### src/rtl/mw_add_seq_pkg.sv
// Shared definitions for the sequential multi-word adder: word width, FSM encoding
// and the signed-overflow rule applied to the top word.
package mw_add_seq_pkg;

  localparam int WORD_W = 32;

  localparam logic [1:0] ST_IDLE = 2'd0;
  localparam logic [1:0] ST_RUN  = 2'd1;
  localparam logic [1:0] ST_DONE = 2'd2;

  typedef enum logic [1:0] {
    S_IDLE = ST_IDLE,
    S_RUN  = ST_RUN,
    S_DONE = ST_DONE
  } state_e;

  // Operands share a sign but the result sign differs -> two's complement overflow.
  function automatic logic add_ovf(input logic a_msb, input logic b_msb, input logic s_msb);
    return (a_msb == b_msb) && (s_msb != a_msb);
  endfunction

endpackage

### src/rtl/cla32bit.sv
// 32-bit carry-lookahead adder: eight 4-bit lookahead groups with the group carries
// chained between groups.
module cla32bit (
  input  logic [31:0] a,
  input  logic [31:0] b,
  input  logic        cin,
  output logic [31:0] sum,
  output logic        cout
);

  logic [31:0] g_s;
  logic [31:0] p_s;
  logic [32:0] c_s;

  // Generate/propagate terms and per-group lookahead carries
  always_comb begin
    g_s    = a & b;
    p_s    = a ^ b;
    c_s    = 33'd0;
    c_s[0] = cin;
    for (int grp = 0; grp < 8; grp++) begin
      int bs;
      bs = grp * 4;
      c_s[bs+1] = g_s[bs] | (p_s[bs] & c_s[bs]);
      c_s[bs+2] = g_s[bs+1] | (p_s[bs+1] & g_s[bs])
                | (p_s[bs+1] & p_s[bs] & c_s[bs]);
      c_s[bs+3] = g_s[bs+2] | (p_s[bs+2] & g_s[bs+1])
                | (p_s[bs+2] & p_s[bs+1] & g_s[bs])
                | (p_s[bs+2] & p_s[bs+1] & p_s[bs] & c_s[bs]);
      c_s[bs+4] = g_s[bs+3] | (p_s[bs+3] & g_s[bs+2])
                | (p_s[bs+3] & p_s[bs+2] & g_s[bs+1])
                | (p_s[bs+3] & p_s[bs+2] & p_s[bs+1] & g_s[bs])
                | (p_s[bs+3] & p_s[bs+2] & p_s[bs+1] & p_s[bs] & c_s[bs]);
    end
    sum  = p_s ^ c_s[31:0];
    cout = c_s[32];
  end

endmodule

### src/rtl/mw_add_seq.sv
// Sequential WORDS*32-bit adder/subtractor: walks one word per cycle through a single
// cla32bit, carrying between words in a register; result offered on valid/ready.
module mw_add_seq
  import mw_add_seq_pkg::*;
#(
  parameter int WORDS = 4
) (
  input  logic                      clk,
  input  logic                      rst_n,
  input  logic                      in_valid,
  output logic                      in_ready,
  input  logic [WORD_W*WORDS-1:0]   a,
  input  logic [WORD_W*WORDS-1:0]   b,
  input  logic                      cin,
  input  logic                      sub,
  output logic                      out_valid,
  input  logic                      out_ready,
  output logic [WORD_W*WORDS-1:0]   sum,
  output logic                      cout,
  output logic                      ovf,
  output logic                      busy
);

  localparam int N     = WORD_W * WORDS;
  localparam int IDX_W = $clog2(WORDS);
  localparam logic [IDX_W-1:0] IDX_LAST = IDX_W'(WORDS - 1);
  localparam logic [IDX_W-1:0] IDX_ZERO = IDX_W'(1'b0);
  localparam logic [IDX_W-1:0] IDX_ONE  = IDX_W'(1'b1);

  state_e state_r;
  state_e state_s;

  logic [IDX_W-1:0]             idx_r;
  logic                         carry_r;
  logic [WORDS-1:0][WORD_W-1:0] a_r;
  logic [WORDS-1:0][WORD_W-1:0] b_r;
  logic [WORDS-1:0][WORD_W-1:0] sum_r;
  logic                         cout_r;
  logic                         ovf_r;
  logic                         in_ready_r;
  logic                         out_valid_r;
  logic                         busy_r;

  logic                         accept_s;
  logic                         last_s;
  logic [WORD_W-1:0]            sum32_s;
  logic                         cout32_s;

  cla32bit u_cla (
    .a    (a_r[idx_r]),
    .b    (b_r[idx_r]),
    .cin  (carry_r),
    .sum  (sum32_s),
    .cout (cout32_s)
  );

  // Next-state decode; acceptance only happens from IDLE
  always_comb begin
    state_s  = state_r;
    accept_s = 1'b0;
    last_s   = (idx_r == IDX_LAST);
    case (state_r)
      S_IDLE: begin
        if (in_valid) begin
          state_s  = S_RUN;
          accept_s = 1'b1;
        end else begin
          state_s  = S_IDLE;
        end
      end
      S_RUN: begin
        if (last_s) begin
          state_s = S_DONE;
        end else begin
          state_s = S_RUN;
        end
      end
      S_DONE: begin
        if (out_ready) begin
          state_s = S_IDLE;
        end else begin
          state_s = S_DONE;
        end
      end
      default: begin
        state_s = S_IDLE;
      end
    endcase
  end

  // State register and status flags, registered from the next state
  always_ff @(posedge clk or negedge rst_n) begin
    if (!rst_n) begin
      state_r     <= S_IDLE;
      in_ready_r  <= 1'b1;
      out_valid_r <= 1'b0;
      busy_r      <= 1'b0;
    end else begin
      state_r     <= state_s;
      in_ready_r  <= (state_s == S_IDLE);
      out_valid_r <= (state_s == S_DONE);
      busy_r      <= (state_s != S_IDLE);
    end
  end

  // Operand staging and word-serial accumulation; B is pre-inverted for subtraction
  always_ff @(posedge clk or negedge rst_n) begin
    if (!rst_n) begin
      idx_r   <= IDX_ZERO;
      carry_r <= 1'b0;
      a_r     <= {N{1'b0}};
      b_r     <= {N{1'b0}};
      sum_r   <= {N{1'b0}};
      cout_r  <= 1'b0;
      ovf_r   <= 1'b0;
    end else if (accept_s) begin
      a_r     <= a;
      b_r     <= sub ? ~b : b;
      carry_r <= cin ^ sub;
      idx_r   <= IDX_ZERO;
    end else if (state_r == S_RUN) begin
      sum_r[idx_r] <= sum32_s;
      carry_r      <= cout32_s;
      if (last_s) begin
        cout_r <= cout32_s;
        ovf_r  <= add_ovf(a_r[WORDS-1][WORD_W-1], b_r[WORDS-1][WORD_W-1],
                          sum32_s[WORD_W-1]);
        idx_r  <= IDX_ZERO;
      end else begin
        idx_r  <= idx_r + IDX_ONE;
      end
    end
  end

  assign in_ready  = in_ready_r;
  assign out_valid = out_valid_r;
  assign busy      = busy_r;
  assign sum       = sum_r;
  assign cout      = cout_r;
  assign ovf       = ovf_r;

endmodule

### config.mk
export PLATFORM = sky130hd
export DESIGN_NAME = mw_add_seq
export DESIGN_NICKNAME = d
export VERILOG_FILES = /design/src/rtl/mw_add_seq_pkg.sv /design/src/rtl/cla32bit.sv /design/src/rtl/mw_add_seq.sv
export SDC_FILE = /design/constraint.sdc
export NUM_CORES = 1
export LEC_CHECK = 0
export CORE_ASPECT_RATIO = 0.7
export CORE_MARGIN = 3
export CORE_UTILIZATION = 35
export DETAILED_ROUTE_END_ITERATION = 10
export GPL_ROUTABILITY_DRIVEN = 0
export PLACE_DENSITY = 0.7
export SKIP_CTS_REPAIR_TIMING = 1
export SLEW_MARGIN = 40
export SYNTH_ARGS = -nofsm -noshare
export SYNTH_HDL_FRONTEND = slang
export SYNTH_HIERARCHICAL = 1
export SYNTH_SLANG_ARGS = --single-unit
### constraint.sdc
create_clock -name clk -period 10.69 [get_ports clk]
set_input_delay 1.6035 -clock clk [delete_from_list [all_inputs] [get_ports clk]]
set_output_delay 1.6035 -clock clk [all_outputs]
set_load 0.02 [all_outputs]
==> reports/results.tsv <==
stage	metric	value	unit
outcome	outcome	finished clean	
clocking	clock tree buffer depth	3	
global_route	vias in the first global route	12900	
hold_path	HP Start	ovf	
routing	ANT nets after route	0	
floorplan	I/O pin count	395	
cells_and_area	commonest non-fill, non-tap cell in the layout	clkdlybuf4s50_1	
floorplan	Cell Rows	70	
clocking	clock-pin slew on the worst setup and hold paths	0.06	ns
timing	setup tns final	0	ns
synth	Post-synth EDFFs	0	
timing	final setup fails	0	
critical_path	WS Path Type	reg2reg	
critical_path	CP startpoint	idx_r[0]	
floorplan	starting density of the core	35.8	%
clocking	TritonCTS clock tree	done	
global_route	aggregate global routing overflow	0	
synth	Yosys top cell area share	51.9	%
critical_path	CP Launch Type	flip-flop	
critical_path	worst-path fanout max	35	
clocking	clk_lat worst skew	0.57	ns
timing	Tmin final	5.04	ns
clocking	Root Buffer	clkbuf_16	
placed_design	dpl hpwl	41.3	mm
floorplan	die extent in y	201	um
clocking	H-tree depth	2	
critical_path	cell family with the largest share of critical-path delay	compound AO/OA/AOI/OAI gates	
global_route	first-pass GRT wire length	82.9	mm
cells_and_area	filler instances	4660	
synth	leading area contributor after synthesis	dfrtp_1	
timing	Max Clock Skew	0.0209	ns
synth	Syn Inst Count	1379	
placed_design	PortBufs	394	
critical_path	arrival time at the worst endpoint	5.49	ns
critical_path	CP bufs+invs	2	
timing	Final Slew Violations	0	
synth	Yosys Warn Count	6	
synth	register area share after synthesis	52.1	%
routing	# DRC	0	
routing	drt first pass iters	4	
cells_and_area	nets	2051	
synth	Post-Syn Area	18900	sq um
cells_and_area	most frequent cells in the layout	392 x clkdlybuf4s50_1, 391 x dfrtp_1, 166 x mux2_2	
timing	fmax	198	MHz
clocking	CTS Sinks	394	
routing	final wirelength	55.4	mm
cells_and_area	layout cells sized above 1	24.3	%
synth	FFs w/ async S/R, synth	100	%
floorplan	Die Area	57000	sq um
floorplan	area of the core	52800	sq um
global_route	initial antenna violation count	8	
clocking	CTS Buf Count	42	
synth	post-synthesis register bit count	394	
cells_and_area	Syn-to-layout area delta	31.8	%
synth	Avg Inst Size Synth	13.7	sq um
global_route	largest net degree at the start of global routing	142	
hold_path	worst hold path type	reg2reg	
global_route	total global-route track usage	19.2	%
critical_path	Critical R2R Launch	idx_r[0]	
timing	Slew headroom	45.4	%
synth	Syn Nets	1686	
timing	Worst Tran Pin Value	0.819	ns
critical_path	CP cell instances	buf_12 -> buf_4 -> mux4_2 -> ha_1 -> a21oi_1 -> nor2_1 -> a2111o_1 -> a211oi_4 -> o21ai_2 -> nand2b_1 -> nand2_1 -> fa_1 -> xor2_1 -> mux2_4	
timing	RSZ-0062 raised after global routing	false	
critical_path	slowest stage cell, crit path	dfrtp_4	
critical_path	slowest stage delay, CP	0.69	ns
floorplan	Die X	284	um
timing	final hold vios	0	
critical_path	required time worst endpoint	11.13	ns
routing	Vias	12300	
timing	Tcrit/Tclk final	47.2	%
routing	Vias/cell	4.92	
synth	synth top area cells	dfrtp_1 52%, mux2_2 9.9%, mux4_2 7.6%, mux2_4 7.1%, xnor2_1 6.4%	
job	Max-cap violations	0	
routing	drt wl/cell	22.2	um
synth	Most used DFF post-synth	dfrtp_1	
critical_path	Crit. End Element	flip-flop	
routing	Starting DRT DRC Count	892	
synth	Synth cell types	58	
==> synthesized netlist by cell type (all sizes together), types with 2 or more instances <==
master	number
a211oi	4
a21o	10
a21oi	150
a22o	2
a31o	2
a31oi	2
buf	81
clkbuf	5
dfrtp	393
fa	8
ha	37
inv	12
mux2	257
mux4	64
nand2	14
nand2b	5
nand3	2
nand4	2
nor2	142
nor2b	3
o21ai	10
o21bai	4
xnor2	139
xor2	13
==> area by class of cell <==
cell class              instances  area [sq um]  share of cell area (%)
flip-flops and latches        394          9870                    39.5
multi-input cells             887          8520                    34.1
repair buffers                407          4140                    16.6
clock buffers                  61          1240                    4.98
well taps                     720           901                    3.61
clock inverters                15           228                   0.913
inverters                      12          45.0                   0.181
diodes                          3          7.51                  0.0301
==> flip-flops by register name, indices dropped and copies added (netlist names) <==
| signal | count |
|---|---|
| a_r | 128 |
| b_r | 128 |
| sum | 128 |
| carry_r | 1 |
| idx_r | 2 |
| cout | 1 |
| busy | 1 |
| state_r | 2 |
| in_ready | 1 |
| out_valid | 1 |
| ovf | 1 |
==> per-layer routing <==
metal  GRT usage [%]  up-vias  part of all wire, %
met3            4.26       61                  5.3
met4            4.20       12                  1.4
met5               0        -                 0.17
met2            27.6      333                   43
met1            29.4     6290                   51
li1                -     5598                    -
==> worst reg2reg max path: cells and delay by family (launching register included) <==
family,cells,cell delay [ns]
buffers and inverters,2,0.91
AO/OA/AOI/OAI,4,1.14
adder cells (fa/ha/maj),2,0.74
XOR/XNOR,1,0.22
flip-flops,1,0.69
AND/OR/NAND/NOR,3,0.26
multiplexers,2,0.94
==> worst paths after layout <==
kind	endpoint	slack (ns)	cells past startpoint
min in group asynchronous	sum[55]	1.04	1
hold / removal	ovf	0.49	2
hold reg to reg	ovf	0.49	2
setup reg to reg	sum[93]	5.65	14
setup / recovery	sum[93]	5.65	14
max in group asynchronous	b_r[57]	8.07	3
==> kinds of logic (layout without fill, tap and decap cells) <==
logic type | after synthesis | after routing | synth area share (%)
buf+inv | 98 | 495 | 2.99
mux | 321 | 321 | 24.7
other cells | 0 | 3 | 0
simple gates | 177 | 177 | 4.02
flops | 394 | 394 | 52.1
fa+ha+maj | 45 | 45 | 3.29
compound gates | 192 | 192 | 5.90
xor+xnor | 152 | 152 | 7.03
==> metrics by stage <==
stage | cell area, sq um | instances | setup slack [ns] | hold WS (ns) | utilization, %
floorplan | 18900 | 1379 | 6.82 | 0.453 | -
global placement | 23400 | 2417 | 5.55 | 0.469 | 44.3
detailed placement | 23500 | 2419 | 5.43 | 0.485 | 44.4
CTS | 24900 | 2495 | 5.42 | 0.500 | 47.2
global route | 24900 | 2498 | 5.25 | 0.519 | 47.2
finish | 25000 | 2499 | 5.65 | 0.491 | 47.2
Power is left out: the tool's default activity adds up to more than one toggle a clock period on the data nets, which glitch-free logic cannot reach.
